**config.mk**
```make
export PLATFORM = sky130hd
export DESIGN_NAME = fetch_stage_flat
export DESIGN_NICKNAME = d
export VERILOG_FILES = /design/src/rtl/fetch_pkg.sv /design/src/rtl/fetch_stage_if.sv /design/src/rtl/pc_reg.sv /design/src/rtl/fetch_stage.sv /design/src/flat_wrapper.sv
export SDC_FILE = /design/constraint.sdc
export NUM_CORES = 1
export LEC_CHECK = 0
export ABC_AREA = 1
export ABC_CLOCK_PERIOD_IN_PS = 7200
export CAP_MARGIN = 20
export CORE_MARGIN = 2
export CORE_UTILIZATION = 25
export DETAILED_ROUTE_END_ITERATION = 7
export DONT_BUFFER_PORTS = 1
export PLACE_DENSITY = 0.4
export SYNTH_ARGS = -nofsm -noshare
export SYNTH_HDL_FRONTEND = slang
export SYNTH_SLANG_ARGS = --single-unit
```
**constraint.sdc**
```tcl
create_clock -name clk -period 7.2 [get_ports clk]
set_input_delay 1.08 -clock clk [delete_from_list [all_inputs] [get_ports clk]]
set_output_delay 1.08 -clock clk [all_outputs]
set_load 0.005 [all_outputs]
```
**src/rtl/fetch_pkg.sv**
```systemverilog
// Shared types and constants for the instruction-fetch stage: FSM states, IF/ID field layout, NOP word.
package fetch_pkg;

  typedef enum logic [1:0] {
    S_ISSUE = 2'd0,
    S_WAIT  = 2'd1,
    S_HELD  = 2'd2
  } fetch_state_t;

  localparam int IFID_INSTR_MSB = 63;
  localparam int IFID_INSTR_LSB = 32;
  localparam int IFID_PC_MSB    = 31;
  localparam int IFID_PC_LSB    = 0;

  // sll $0,$0,0
  localparam logic [31:0] NOP_INSTR = 32'h0000_0000;

endpackage

```
**src/rtl/fetch_stage_if.sv**
```systemverilog
// Instruction-memory handshake: single-cycle request pulse out, one-cycle valid pulse back.
interface fetch_stage_if;

  logic        imem_req;
  logic [31:0] imem_addr;
  logic        imem_valid;
  logic [31:0] imem_rdata;

  modport master (
    output imem_req,
    output imem_addr,
    input  imem_valid,
    input  imem_rdata
  );

  modport slave (
    input  imem_req,
    input  imem_addr,
    output imem_valid,
    output imem_rdata
  );

endinterface

```
**src/rtl/pc_reg.sv**
```systemverilog
// Program counter: load redirect target beats increment beats hold; pc_plus4 is combinational.
module pc_reg #(
  parameter logic [31:0] RESET_PC = 32'h0000_0000
) (
  input  logic        clk,
  input  logic        rst,
  input  logic        load,
  input  logic        inc,
  input  logic [31:0] target,
  output logic [31:0] pc,
  output logic [31:0] pc_plus4
);

  // 32-bit modulo: 32'hFFFF_FFFC wraps to 0
  assign pc_plus4 = pc + 32'd4;

  always_ff @(posedge clk or posedge rst) begin
    if (rst) begin
      pc <= RESET_PC;
    end else if (load) begin
      pc <= target;
    end else if (inc) begin
      pc <= pc_plus4;
    end
  end

endmodule

```
**src/rtl/fetch_stage.sv**
```systemverilog
// Fetch stage: PC, one-outstanding imem request, IF/ID register; 2 cycles per instruction, pcHOLD freezes PC and IF/ID.
// Optional FETCH_PERF_CNT_EN adds fetch/stall/flush counters.
module fetch_stage #(
  parameter logic [31:0] RESET_PC  = 32'h0000_0000,
  parameter logic [31:0] NOP_INSTR = fetch_pkg::NOP_INSTR
) (
  input  logic                 clk,
  input  logic                 rst,
  input  logic                 pcHOLD,
  input  logic                 BranchControlSignal,
  input  logic [31:0]          BranchTarget,
  fetch_stage_if.master        imem,
  output logic [63:0]          IFIDReg,
  output logic                 IFIDValid
`ifdef FETCH_PERF_CNT_EN
  ,
  output logic [31:0]          fetch_cnt,
  output logic [31:0]          stall_cnt,
  output logic [31:0]          flush_cnt
`endif
);

  import fetch_pkg::*;

  fetch_state_t state;
  logic         drop;
  logic [31:0]  holdbuf;
  logic [31:0]  pc;
  logic [31:0]  pc_plus4;
  logic         redirect;
  logic         capture_mem;
  logic         release_held;
  logic         advance;

  // A branch seen during a stall is re-evaluated by decode later, so it is ignored here.
  assign redirect     = BranchControlSignal & ~pcHOLD;
  assign capture_mem  = (state == S_WAIT) & imem.imem_valid & ~drop & ~pcHOLD & ~redirect;
  assign release_held = (state == S_HELD) & ~pcHOLD & ~redirect;
  assign advance      = capture_mem | release_held;

  assign imem.imem_req  = (state == S_ISSUE);
  assign imem.imem_addr = pc;

  pc_reg #(
    .RESET_PC (RESET_PC)
  ) u_pc_reg (
    .clk      (clk),
    .rst      (rst),
    .load     (redirect),
    .inc      (advance),
    .target   (BranchTarget),
    .pc       (pc),
    .pc_plus4 (pc_plus4)
  );

  always_ff @(posedge clk or posedge rst) begin
    if (rst) begin
      state     <= S_ISSUE;
      drop      <= 1'b0;
      holdbuf   <= 32'h0;
      IFIDReg   <= {NOP_INSTR, 32'h0};
      IFIDValid <= 1'b0;
    end else if (redirect) begin
      IFIDReg[IFID_INSTR_MSB:IFID_INSTR_LSB] <= NOP_INSTR;
      IFIDReg[IFID_PC_MSB:IFID_PC_LSB]       <= BranchTarget;
      IFIDValid                              <= 1'b0;
      case (state)
        // The request still goes out at the old PC, so its answer must be thrown away.
        S_ISSUE: begin
          drop  <= 1'b1;
          state <= S_WAIT;
        end
        S_WAIT: begin
          if (imem.imem_valid) begin
            drop  <= 1'b0;
            state <= S_ISSUE;
          end else begin
            drop  <= 1'b1;
          end
        end
        default: state <= S_ISSUE;
      endcase
    end else begin
      case (state)
        S_ISSUE: state <= S_WAIT;
        S_WAIT: begin
          if (imem.imem_valid) begin
            if (drop) begin
              drop  <= 1'b0;
              state <= S_ISSUE;
            end else if (pcHOLD) begin
              holdbuf <= imem.imem_rdata;
              state   <= S_HELD;
            end else begin
              IFIDReg[IFID_INSTR_MSB:IFID_INSTR_LSB] <= imem.imem_rdata;
              IFIDReg[IFID_PC_MSB:IFID_PC_LSB]       <= pc_plus4;
              IFIDValid                              <= 1'b1;
              state                                  <= S_ISSUE;
            end
          end else if (!pcHOLD) begin
            IFIDReg[IFID_INSTR_MSB:IFID_INSTR_LSB] <= NOP_INSTR;
            IFIDReg[IFID_PC_MSB:IFID_PC_LSB]       <= pc_plus4;
            IFIDValid                              <= 1'b0;
          end
        end
        S_HELD: begin
          if (!pcHOLD) begin
            IFIDReg[IFID_INSTR_MSB:IFID_INSTR_LSB] <= holdbuf;
            IFIDReg[IFID_PC_MSB:IFID_PC_LSB]       <= pc_plus4;
            IFIDValid                              <= 1'b1;
            state                                  <= S_ISSUE;
          end
        end
        default: state <= S_ISSUE;
      endcase
    end
  end

`ifdef FETCH_PERF_CNT_EN
  always_ff @(posedge clk or posedge rst) begin
    if (rst) begin
      fetch_cnt <= 32'h0;
      stall_cnt <= 32'h0;
      flush_cnt <= 32'h0;
    end else begin
      if (advance)  fetch_cnt <= fetch_cnt + 32'd1;
      if (pcHOLD)   stall_cnt <= stall_cnt + 32'd1;
      if (redirect) flush_cnt <= flush_cnt + 32'd1;
    end
  end
`endif

endmodule

```
**src/flat_wrapper.sv**
```systemverilog
// flat-port wrapper written by rule: the top's interface ports become plain ports
module fetch_stage_flat import fetch_pkg::*;
#(
  parameter logic [31:0] RESET_PC  = 32'h0000_0000,
  parameter logic [31:0] NOP_INSTR = fetch_pkg::NOP_INSTR
)
  (clk, rst, pcHOLD, BranchControlSignal, BranchTarget, IFIDReg, IFIDValid, imem_imem_req, imem_imem_addr, imem_imem_valid, imem_imem_rdata);
  fetch_stage_if imem_i ();
  input  logic clk;
  input  logic rst;
  input  logic pcHOLD;
  input  logic BranchControlSignal;
  input  logic [31:0] BranchTarget;
  output logic [63:0] IFIDReg;
  output logic IFIDValid;
  output wire logic [$bits(imem_i.imem_req)-1:0] imem_imem_req;
  output wire logic [$bits(imem_i.imem_addr)-1:0] imem_imem_addr;
  input wire logic [$bits(imem_i.imem_valid)-1:0] imem_imem_valid;
  input wire logic [$bits(imem_i.imem_rdata)-1:0] imem_imem_rdata;
  assign imem_imem_req = imem_i.imem_req;
  assign imem_imem_addr = imem_i.imem_addr;
  assign imem_i.imem_valid = imem_imem_valid;
  assign imem_i.imem_rdata = imem_imem_rdata;
  fetch_stage #(.RESET_PC(RESET_PC), .NOP_INSTR(NOP_INSTR)) u_core (.clk(clk), .rst(rst), .pcHOLD(pcHOLD), .BranchControlSignal(BranchControlSignal), .BranchTarget(BranchTarget), .imem(imem_i), .IFIDReg(IFIDReg), .IFIDValid(IFIDValid));
endmodule
```
==> metrics <==
status completed; first-pass GRT wire length 33.91 mm; cts hold-fix bufs 0; Tcrit/Tclk final 42.24%; Placed Cells 1,211; Area Growth Syn to Fin 12.55%; drt total wl 21.29 mm; via count 5,551; CP max stage delay 680 ps; CP required 7550 ps; clock slew at reported path FFs 60 ps; share of cells above drive strength 1 7.650%; XOR/XNOR share of the synthesized area 0.2602%; # setup viols final 0; CTS tree built; GR Overflow Total 0; Slew headroom 41.71%; Layout Skew 12.14 ps; critical path fanouts, max 67; starting density of the core 25.19%; FMAX 328.8 MHz; core area 0.02673 mm^2; FF+latch count, synth 132; Port Buffers 0; largest net degree at the start of global routing 71; compound-cell area share of the yosys netlist 9.294%; CP endpoint kind register; register share of total power 43.2%; ys async rst share 100.0%; Syn Area/Cell 7.430 um^2; VDD IR max 0.2622 mV; simple-gate share of the synthesized area 32.99%; startpoint class of the critical path primary input; Hold Path Class register to register; # Post-CTS Setup Buffers 0; cell-internal power 1925 uW; mux contribution to synthesized area 0%; clk root buf clkbuf_16; clk_lat worst skew 420 ps; row count 60; H-tree depth 4; max FFs per register 64; post-CTS sizing 0; Largest delay share family, worst path buffers and inverters; drt drc 0; Final Non-Filler Cells 1,243; Routed Antenna Nets 0; Tot GR Track Use 15.55%; Final Max Slew Viols 0; Critical Path Slowest Stage Cell buf_4; Die Height 168.1 um; CP arrival 3390 ps; Ports 167; Iteration-0 DRC Markers 331; Adder-Cell Fraction of Synth Area 0.7435%; main flop type after synthesis dfrtp_1; static leakage 0.003640 uW; yosys warns 0; Mapped Cells 906; critical path class primary input to register; count of different cell masters after synthesis 25; die area 0.02825 mm^2; WP buf/inv 3; Layout fillers 2,963; crit path cell chain inv_1 > nor2_4 > clkinv_2 > a21oi_4 > buf_4 > o211ai_1 > nand2_1; Clk pwr share 25.5%; clk sink count 132; unrepaired setup endpoints after global routing false; DR pass1 iterations 4; total power 3418 uW; Setup TNS 0 ps; Wirelength per Cell 17.13 um; Synth Net Count 979; ANT cells 0; Net Switching 1493 uW; combinational share of power 31.3%; Placer Congestion 0.8559; Seq/Total Area, Yosys 49.07%; post-DR vias/cell 4.466; max cap viols 0; vias in the first global route 5,677; Worst-Margin Slew 874.4 ps; minimum clock period 3041 ps; number of enable flip-flop cells after synthesis 0; PwrDens 451.2 mW/mm^2; Syn Std Cell Area 0.006731 mm^2; DIE WIDTH 168.1 um; DPL Wire Length 14.22 mm; Fin. Hold Viols 0; CTS Buf Count 17; initial antenna violation count 0; Final nets 962; sw frac 43.68%; Longest Clk Path Bufs 2; worst hold slack 482.9 ps; main combinational cell family by area after synthesis simple AND/OR/NAND/NOR gates
==> cells by family after synthesis <==
kind of cell | after synthesis
simple gates | 538
flops | 132
fa+ha+maj | 4
compound gates | 113
buf+inv | 117
xor+xnor | 2
==> metal layers <==
layer	global-route usage, %	share of wire, %
met1	19.77	45
met2	25.84	47
met3	4.772	7.3
met4	3.936	0.85
met5	0	0
==> layout make-up <==
| type | instances | area (um^2) | area share (%) |
|---|---|---|---|
| clock inverter | 15 | 146.4 | 1.932 |
| timing repair buffer | 8 | 60.06 | 0.7927 |
| tap | 341 | 426.7 | 5.632 |
| sequential | 132 | 3303 | 43.60 |
| inverter | 73 | 280.3 | 3.699 |
| clock buffer | 17 | 425.4 | 5.615 |
| multi-input combinational | 657 | 2934 | 38.73 |
==> cell usage after synthesis, types with 7 or more instances <==
library cell  count  area share [%]
dfrtp_1         132              49
nor2_1           50             2.8
or2_2            15             1.4
nand3_1         101             7.5
clkbuf_1         19             1.1
o21ai_0          84             6.2
nand2_1         363              20
o211ai_1         14             1.6
a31oi_1           7            0.65
buf_2            14             1.0
inv_1            69             3.8
==> cell usage in the layout (no fill, tap or decap), types with 4 or more instances in the layout <==
cell	count
clkinv_4	4
a21oi_1	5
inv_1	68
o21ai_0	84
a31oi_1	6
ha_1	4
nand3_1	100
nand2_1	363
o211ai_1	14
or2_2	15
buf_4	8
clkbuf_16	17
dfrtp_1	132
nor2_1	50
inv_6	7
==> power groups by stage <==
stage	Clock [uW]	Sequential [uW]	Combinational [uW]
CTS	902	1490	1110
finish	871	1480	1070
global placement	0	1500	1080
global route	934	1540	1280
detailed placement	0	1500	1100
floorplan	0	1360	887
==> worst register-to-register path, delay by kind of cell, from the launching register on <==
| family | cells | cell delay, ps |
|---|---|---|
| buffers and inverters | 5 | 1590 |
| flip-flops | 1 | 390 |
| AND/OR/NAND/NOR | 2 | 270 |
| AO/OA/AOI/OAI | 1 | 180 |
| adder cells (fa/ha/maj) | 1 | 150 |
==> final timing paths <==
path | startpoint | cells after the start | endpoint | slack [ps]
worst max register to register | u_core.state[0] | 9 | u_core.u_pc_reg.pc[22] | 4520
max in group asynchronous | rst | 2 | u_core.drop | 5210
worst min-delay path | u_core.holdbuf[12] | 2 | u_core.holdbuf[12] | 480
worst max-delay path | BranchControlSignal | 7 | u_core.IFIDReg[14] | 4160
worst min register to register | u_core.holdbuf[12] | 2 | u_core.holdbuf[12] | 480
min in group asynchronous | rst | 1 | u_core.IFIDReg[41] | 620
==> through the flow <==
stage / cell area, um^2 / utilization (%) / setup WS (ps)
global route: 7576 / 28.35 / 3857
CTS: 7576 / 28.35 / 4015
floorplan: 6731 / - / 2594
global placement: 7004 / 26.21 / 3683
finish: 7576 / 28.35 / 4159
detailed placement: 7004 / 26.21 / 3600
(Power assumes the default switching activity.)
